===== src/rtl/dwbuf_pkg.sv =====
// dwbuf_pkg: shared types and defaults for the depthwise weight buffer loaders
package dwbuf_pkg;
  typedef enum logic [1:0] {IDLE, REQ, RECV, DONE} dwdata_state_e;
  localparam logic [1:0] RRESP_OKAY = 2'b00;
  localparam int DW_BURST = 16;
  localparam int DW_DEPTH = 144;
endpackage


===== src/rtl/dwdata_recv.sv =====
// dwdata_recv: paces burst requests and writes AXI read beats into the depthwise weight buffer (optional DWDATA_RRESP_CHECK_EN)
module dwdata_recv
  import dwbuf_pkg::*;
#(
  parameter int DW    = 32,
  parameter int BURST = DW_BURST,
  parameter int DEPTH = DW_DEPTH
) (
  input  logic                     clk,
  input  logic                     rst,
  input  logic                     start,
  input  logic [7:0]               num_bursts,
  output logic                     req_next,
  input  logic [DW-1:0]            rdata,
  input  logic                     rvalid,
  input  logic                     rlast,
  input  logic [1:0]               rresp,
  output logic                     rready,
  output logic                     buf_wr_en,
  output logic [$clog2(DEPTH)-1:0] buf_wr_addr,
  output logic [DW-1:0]            buf_wr_data,
  output logic                     busy,
  output logic                     done,
  output logic                     err
);
  localparam int BW = $clog2(DEPTH);
  localparam int CW = $clog2(BURST);
  dwdata_state_e state, state_d;
  logic [7:0]    nb_lat, burst_cnt;
  logic [CW-1:0] beat_cnt;
  logic [BW-1:0] wr_ptr;
  logic          hs, beat_last, eob, start_ok, resp_bad;
  assign rready    = state == RECV;
  assign req_next  = state == REQ;
  assign done      = state == DONE;
  assign busy      = state != IDLE;
  assign hs        = rready & rvalid;
  assign beat_last = beat_cnt == CW'(BURST - 1);
  assign eob       = rlast | beat_last;
  assign start_ok  = state == IDLE && start && num_bursts != 8'd0;
`ifdef DWDATA_RRESP_CHECK_EN
  assign resp_bad = rresp != RRESP_OKAY;
`else
  logic unused_rresp;
  assign unused_rresp = ^rresp;
  assign resp_bad = 1'b0;
`endif
  // next-state decode; a burst ends on rlast or the final beat count
  always_comb begin
    state_d = state;
    unique case (state)
      IDLE:    state_d = start ? (num_bursts != 8'd0 ? REQ : DONE) : IDLE;
      REQ:     state_d = RECV;
      RECV:    state_d = hs && eob ? (burst_cnt + 8'd1 == nb_lat ? DONE : REQ) : RECV;
      default: state_d = IDLE;
    endcase
  end
  // state, counters, registered buffer write and sticky error
  always_ff @(posedge clk or posedge rst) begin
    if (rst) begin
      state       <= IDLE;
      nb_lat      <= '0;
      burst_cnt   <= '0;
      beat_cnt    <= '0;
      wr_ptr      <= '0;
      err         <= 1'b0;
      buf_wr_en   <= 1'b0;
      buf_wr_addr <= '0;
      buf_wr_data <= '0;
    end else begin
      state     <= state_d;
      buf_wr_en <= hs;
      if (hs) begin
        buf_wr_addr <= wr_ptr;
        buf_wr_data <= rdata;
      end
      if (start_ok) begin
        nb_lat    <= num_bursts;
        burst_cnt <= '0;
        beat_cnt  <= '0;
        wr_ptr    <= '0;
        err       <= 1'b0;
      end else if (hs) begin
        wr_ptr    <= wr_ptr == BW'(DEPTH - 1) ? '0 : wr_ptr + 1'b1;
        beat_cnt  <= eob ? '0 : beat_cnt + 1'b1;
        burst_cnt <= eob ? burst_cnt + 8'd1 : burst_cnt;
        err       <= err | (rlast != beat_last) | resp_bad;
      end
    end
  end
endmodule


===== config.mk =====
export PLATFORM = sky130hd
export DESIGN_NAME = dwdata_recv
export DESIGN_NICKNAME = d
export VERILOG_FILES = /design/src/rtl/dwbuf_pkg.sv /design/src/rtl/dwdata_recv.sv
export SDC_FILE = /design/constraint.sdc
export NUM_CORES = 1
export LEC_CHECK = 0
export ABC_AREA = 1
export BUFFER_PORTS_ARGS = -buffer_cell sky130_fd_sc_hd__buf_2
export CAP_MARGIN = 20
export CORE_UTILIZATION = 56
export CTS_CLUSTER_SIZE = 24
export DETAILED_ROUTE_END_ITERATION = 10
export PLACE_DENSITY = 0.93
export SLEW_MARGIN = 20
export SYNTH_ARGS = -nofsm -noshare
export SYNTH_HDL_FRONTEND = slang
export SYNTH_SLANG_ARGS = --single-unit

===== constraint.sdc =====
create_clock -name clk -period 5 [get_ports clk]
set_clock_uncertainty 0.05 [all_clocks]
set_input_delay 0.75 -clock clk [delete_from_list [all_inputs] [get_ports clk]]
set_output_delay 0.75 -clock clk [all_outputs]
set_load 0.05 [all_outputs]

==> results of run 1 <==
-- routing by layer --
metal	global-route usage	up-vias
li1	-	1419
met1	0.328	1372
met2	0.450	104
met3	0.0678	14
met4	0.107	0
met5	0	-
-- area by class of cell --
type / count / area share
multi-input combinational: 269 / 0.323
sequential: 72 / 0.448
timing repair buffer: 91 / 0.114
inverter: 39 / 0.0379
clock buffer: 11 / 0.0351
clock inverter: 5 / 0.0199
tap: 72 / 0.0224
-- worst max-delay path by stage --
| stage | endpoint | slack, ns |
|---|---|---|
| after detailed placement | wr_ptr[6] | 2.40 |
| after floorplan | beat_cnt[0] | 2.38 |
| after CTS | wr_ptr[6] | 2.67 |
| after global routing | wr_ptr[6] | 2.50 |
| final | wr_ptr[6] | 2.67 |
| after global placement | wr_ptr[5] | 2.43 |
-- state kept, by name, indices dropped and copies added, names as in the netlist --
name         flops
buf_wr_addr      8
err              1
nb_lat           8
wr_ptr           8
burst_cnt        8
beat_cnt         4
buf_wr_en        1
state            2
buf_wr_data     32
-- cell families after synthesis --
logic type / after synthesis / synth area share
compound gates: 43 / 0.0692
xor+xnor: 8 / 0.0209
simple gates: 214 / 0.284
flops: 72 / 0.538
fa+ha+maj: 4 / 0.0150
buf+inv: 51 / 0.0729
-- worst max-delay path, stage by stage, from the launching register on --
cell and delay, ns:
dfrtp_1 0.42, inv_2 0.12, nor2_4 0.05, nand2_4 0.45
clkinv_2 0.62, o21ai_2 0.32, o22ai_1 0.15
-- per-stage QoR --
step                cell area, µm²  setup slack, ns
finish                        4030             2.67
global route                  4030             2.50
CTS                           4030             2.67
detailed placement            3800             2.40
global placement              3800             2.43
floorplan                     3350             2.38
-- report_power, final --
part           switching [W]  internal [W]
clock network       0.000215      0.000294
logic               0.000930      0.000279
registers           0.000128      0.000782
total                0.00127       0.00135
-- synthesized netlist by cell type (5+ instances only) --
cell	instances	area, µm²
a21oi_1	6	30.0
buf_6	6	67.6
clkbuf_1	5	18.8
dfrtp_1	72	1800
inv_1	36	135
nand2_1	156	586
nand3_1	27	135
nor2_1	11	41.3
o21ai_0	20	100
o21ai_1	8	40.0
o22ai_1	5	31.3
xor2_1	7	61.3
==> flow_metrics.env, run 1 <==
export IMPL_status="complete, no violations"
export IMPL_root_buffer="clkbuf_8"
export IMPL_die_w_um=79.3
export IMPL_synth_fp_nets=443
export IMPL_synth_edff_count=0
export IMPL_fp_dieArea_um2=6290
export IMPL_post_route_period_util=0.467
export IMPL_vias=2909
export IMPL_irDropWorstVdd_uv=614
export IMPL_drive_above_1_share=0.253
export IMPL_dr_wl_met3_um=486
export IMPL_nets=533
export IMPL_cts_tree="done"
export IMPL_io_pins=93
export IMPL_rsz0062_at_grt="false"
export IMPL_drtIter0Drc=231
export IMPL_cts_hold_buffers=0
export IMPL_ys_types=34
export IMPL_crit_fanout=56
export IMPL_synth_area_um2=3350
export IMPL_regArea_um2=1800
export IMPL_async_flop_share=1.00
export IMPL_clock_latency_ns=0.35
export IMPL_crit_path_start_kind="flip-flop"
export IMPL_r2r_end="wr_ptr[6]"
export IMPL_whs_ns=0.402
export IMPL_cts_buffers_inserted=9
export IMPL_antenna_found_initial=0
export IMPL_multi_input_area_um2=1300
export IMPL_report_final_slew_viol_count=0
export IMPL_grt_pass1_vias=2907
export IMPL_grt_overflow=0
export IMPL_wirelength_um=7540
export IMPL_grt_pass1_wl_um=12800
export IMPL_timing_setup_tns_ns=0
export IMPL_cp_arrival_ns=2.49
export IMPL_synthCells=392
export IMPL_dieHeight_um=79.3
export IMPL_wl_per_cell_um=13.5
export IMPL_tightest_slew_ns=0.704
export IMPL_min_path_type="reg -> reg"
export IMPL_cts_sinks=72
export IMPL_place_congestion=0.885
export IMPL_finalCoreUtilization=0.713
export IMPL_cts_resized=0
export IMPL_clk_pin_slew_ns=0.08
export IMPL_num_fill_cells=384
export IMPL_drcViolationCount=0
export IMPL_hpwl_um=5260
export IMPL_synth_seq_cells=72
export IMPL_dp_cells=543
export IMPL_power_leakage_nw=2.18
export IMPL_relSlewSlack=0.530
export IMPL_path_class="reg -> reg"
export IMPL_timing_final_hold_violations=0
export IMPL_syn2layout_area_growth_pct=20.3
export IMPL_rows=27
export IMPL_globalRouteTotalUtil=0.267
export IMPL_cts_setup_buffers=0
export IMPL_hold_depth=1
export IMPL_cts_max_level=3
export IMPL_worst_ep_required_time_ns=5.15
export IMPL_drtPass1Iterations=5
export IMPL_final_cell_mix="nand2_1, buf_2, dfrtp_1"
export IMPL_timing_fmax_mhz=428
export IMPL_synth_seq_area_share=0.538
export IMPL_total_power_w=0.00263
export IMPL_coreArea_um2=5640
export IMPL_period_minus_slack_ns=2.33
export IMPL_start_util=0.593
export IMPL_layout_commonest_cell="nand2_1"
export IMPL_powerDensity_nw_per_um2=653
export IMPL_endpoint_kind="flip-flop"
export IMPL_reg2reg_from="state[1]"
export IMPL_maxCapViolations=0
export IMPL_portBuffers=90
export IMPL_grt_max_degree=57
export IMPL_route_met2_wl_um=3820
export IMPL_maxUsedRoutingLayer="met4"
export IMPL_avgSynthCellArea_um2=8.54
export IMPL_postRouteAntennaNets=0
export IMPL_met1_length_um=3120
export IMPL_layout_cells_non_filler=559
export IMPL_worstRegToRegCells=6
export IMPL_r2r_setup_slack_ns=2.67
export IMPL_worstSetupStartpoint="state[1]"
export IMPL_hold_path_end="wr_ptr[2]"
export IMPL_yosys_warnings=0
export IMPL_antennaDiodeCount=0
export IMPL_setup_viol_count_final=0
export IMPL_vias_per_cell=5.20
export IMPL_ys_flop_type="dfrtp_1"
export IMPL_hp_start="wr_ptr[2]"
export IMPL_cts_max_path_buffers=2
Note: power is estimated with default switching activity, not from simulation.
==> run 2: changes to the inputs <==
--- a/config.mk
+++ b/config.mk
@@ -8,10 +8,10 @@
 export ABC_AREA = 1
 export BUFFER_PORTS_ARGS = -buffer_cell sky130_fd_sc_hd__buf_2
 export CAP_MARGIN = 20
-export CORE_UTILIZATION = 56
+export CORE_UTILIZATION = 52
 export CTS_CLUSTER_SIZE = 24
 export DETAILED_ROUTE_END_ITERATION = 10
-export PLACE_DENSITY = 0.93
+export PLACE_DENSITY = 0.88
 export SLEW_MARGIN = 20
 export SYNTH_ARGS = -nofsm -noshare
 export SYNTH_HDL_FRONTEND = slang
==> constraint.sdc (replaced) <==
create_clock -name clk -period 2.15 [get_ports clk]
set_clock_uncertainty 0.05 [all_clocks]
set_input_delay 0.3225 -clock clk [delete_from_list [all_inputs] [get_ports clk]]
set_output_delay 0.3225 -clock clk [all_outputs]
set_load 0.05 [all_outputs]
==> run 2 against run 1 <==
Against the previous run:
- utilization fell by 4.0 points
- via count down 2.2%
- cell count is 0.72% higher
- register-to-register slack got worse by 2.2 ns
- wire length down 8.3%
- final area increased by 1.3%
- critical path depth is 6 higher
- sequential share of layout area shrank 0.59 points
- hold slack worse by 0.40 ns
- critical endpoint is now state[1]
- largest cell class unchanged
==> flow_metrics.env, run 2 (synthesis results as in run 1) <==
export IMPL_crit_buf_inv=0
export IMPL_r2r_end="state[1]"
export IMPL_setup_viol_count_final=0
export IMPL_period_minus_slack_ns=1.72
export IMPL_tightest_slew_ns=0.399
export IMPL_vias_per_cell=5.05
export IMPL_drtIter0Drc=176
export IMPL_slowest_delay_ns=0.45
export IMPL_fin_area_um2=4080
export IMPL_grt_pass1_wl_um=11400
export IMPL_grt_pass1_vias=2691
export IMPL_cts_setup_buffers=0
export IMPL_place_congestion=0.887
export IMPL_root_buffer="clkbuf_8"
export IMPL_power_leakage_nw=2.21
export IMPL_cts_tree="done"
export IMPL_drtPass1Iterations=4
export IMPL_dieHeight_um=82.2
export IMPL_worst_ep_required_time_ns=2.33
export IMPL_maxCapViolations=0
export IMPL_cp_common_cell="nand2_1"
export IMPL_cts_buffers_inserted=9
export IMPL_io_pins=93
export IMPL_fp_dieArea_um2=6760
export IMPL_cp_arrival_ns=1.90
export IMPL_largest_register_ffs=32
export IMPL_drcViolationCount=0
export IMPL_globalRouteTotalUtil=0.224
export IMPL_postRouteAntennaNets=0
export IMPL_worstSetupStartpoint="burst_cnt[0]"
export IMPL_cts_max_level=3
export IMPL_status="complete, no violations"
export IMPL_clk_pin_slew_ns=0.08
export IMPL_final_cell_mix="nand2_1, buf_2, dfrtp_1"
export IMPL_rsz0062_at_grt="false"
export IMPL_wirelength_um=6920
export IMPL_syn2layout_area_growth_pct=21.9
export IMPL_top_register="buf_wr_data"
export IMPL_die_w_um=82.2
export IMPL_powerDensity_nw_per_um2=1520
export IMPL_endpoint_kind="flip-flop"
export IMPL_antenna_found_initial=0
export IMPL_crit_fanout=6
export IMPL_irDropWorstVdd_uv=1100
export IMPL_cts_max_path_buffers=2
export IMPL_total_power_w=0.00619
export IMPL_cts_hold_buffers=0
export IMPL_timing_final_hold_violations=0
export IMPL_timing_setup_tns_ns=0
export IMPL_reg2reg_from="burst_cnt[0]"
export IMPL_drive_above_1_share=0.256
export IMPL_post_route_period_util=0.798
export IMPL_worstPathCellList="ha_1 -> nand2_1 -> nor2_2 -> nand2_1 -> nand2_1 -> nand2_1 -> nor2_1 -> nor2_1 -> nand3_1 -> nand2_1 -> nand2_1 -> nand3_1"
export IMPL_report_final_slew_viol_count=0
export IMPL_relSlewSlack=0.734
export IMPL_clock_latency_ns=0.34
export IMPL_rows=28
export IMPL_nets=535
export IMPL_min_path_type="in -> async"
export IMPL_r2r_setup_slack_ns=0.43
export IMPL_antennaDiodeCount=0
export IMPL_dp_cells=548
export IMPL_worstRegToRegCells=12
export IMPL_wl_per_cell_um=12.3
export IMPL_grt_overflow=0
export IMPL_grt_max_degree=73
export IMPL_layout_cells_non_filler=563
export IMPL_cts_sinks=72
export IMPL_timing_fmax_mhz=583
export IMPL_dp_slack_ns=0.439
export IMPL_cpMaxStageDelayCell="dfrtp_1"
export IMPL_hpwl_um=4880
export IMPL_start_util=0.552
export IMPL_vias=2844
export IMPL_portBuffers=90
export IMPL_coreArea_um2=6060
export IMPL_cts_resized=0
export IMPL_crit_path_start_kind="flip-flop"
export IMPL_crit_family="simple AND/OR/NAND/NOR gates"
export IMPL_path_class="reg -> reg"
export IMPL_placed_cell_area_um2=3840
export IMPL_finalWorstSetupSlack_ns=0.434
export IMPL_layout_commonest_cell="nand2_1"
==> run 2: how the worst max path moves through the flow <==
stage                              to  cells after the start
after CTS                    state[1]                     12
after floorplan           beat_cnt[0]                      6
after detailed placement     state[1]                     12
after global routing         state[1]                     12
after global placement    beat_cnt[2]                      8
final                        state[1]                     12
==> run 2: worst min-delay path: cells and delay by family <==
kind                   cells  cell delay [ns]
buffers and inverters      3             0.49
==> run 2: layout make-up <==
type / count / area (µm²)
clock buffers: 9 / 124
clock inverters: 6 / 116
fillers: 481 / 1980
inverters: 39 / 156
multi-input cells: 269 / 1300
flip-flops and latches: 72 / 1800
well taps: 75 / 93.8
repair buffers: 93 / 485
==> run 2: where the power goes <==
part | internal [W] | switching [W]
clock network | 0.000774 | 0.000518
registers | 0.00182 | 0.000286
logic | 0.000661 | 0.00213
total | 0.00325 | 0.00294
==> run 2: metal layers <==
metal	wire length, µm	GRT usage	vias up
li1	-	-	1418
met1	2980	0.271	1312
met2	3330	0.377	98
met3	502	0.0538	16
met4	112	0.104	0
met5	0	0	-
==> run 2: through the flow <==
stage	util	hold slack [ns]
2_1_floorplan	-	0.373
3_3_place_gp	0.633	0.390
3_5_place_dp	0.633	0.398
4_1_cts	0.673	0.0270
5_1_grt	0.673	0.0459
6_report	0.673	0.00329
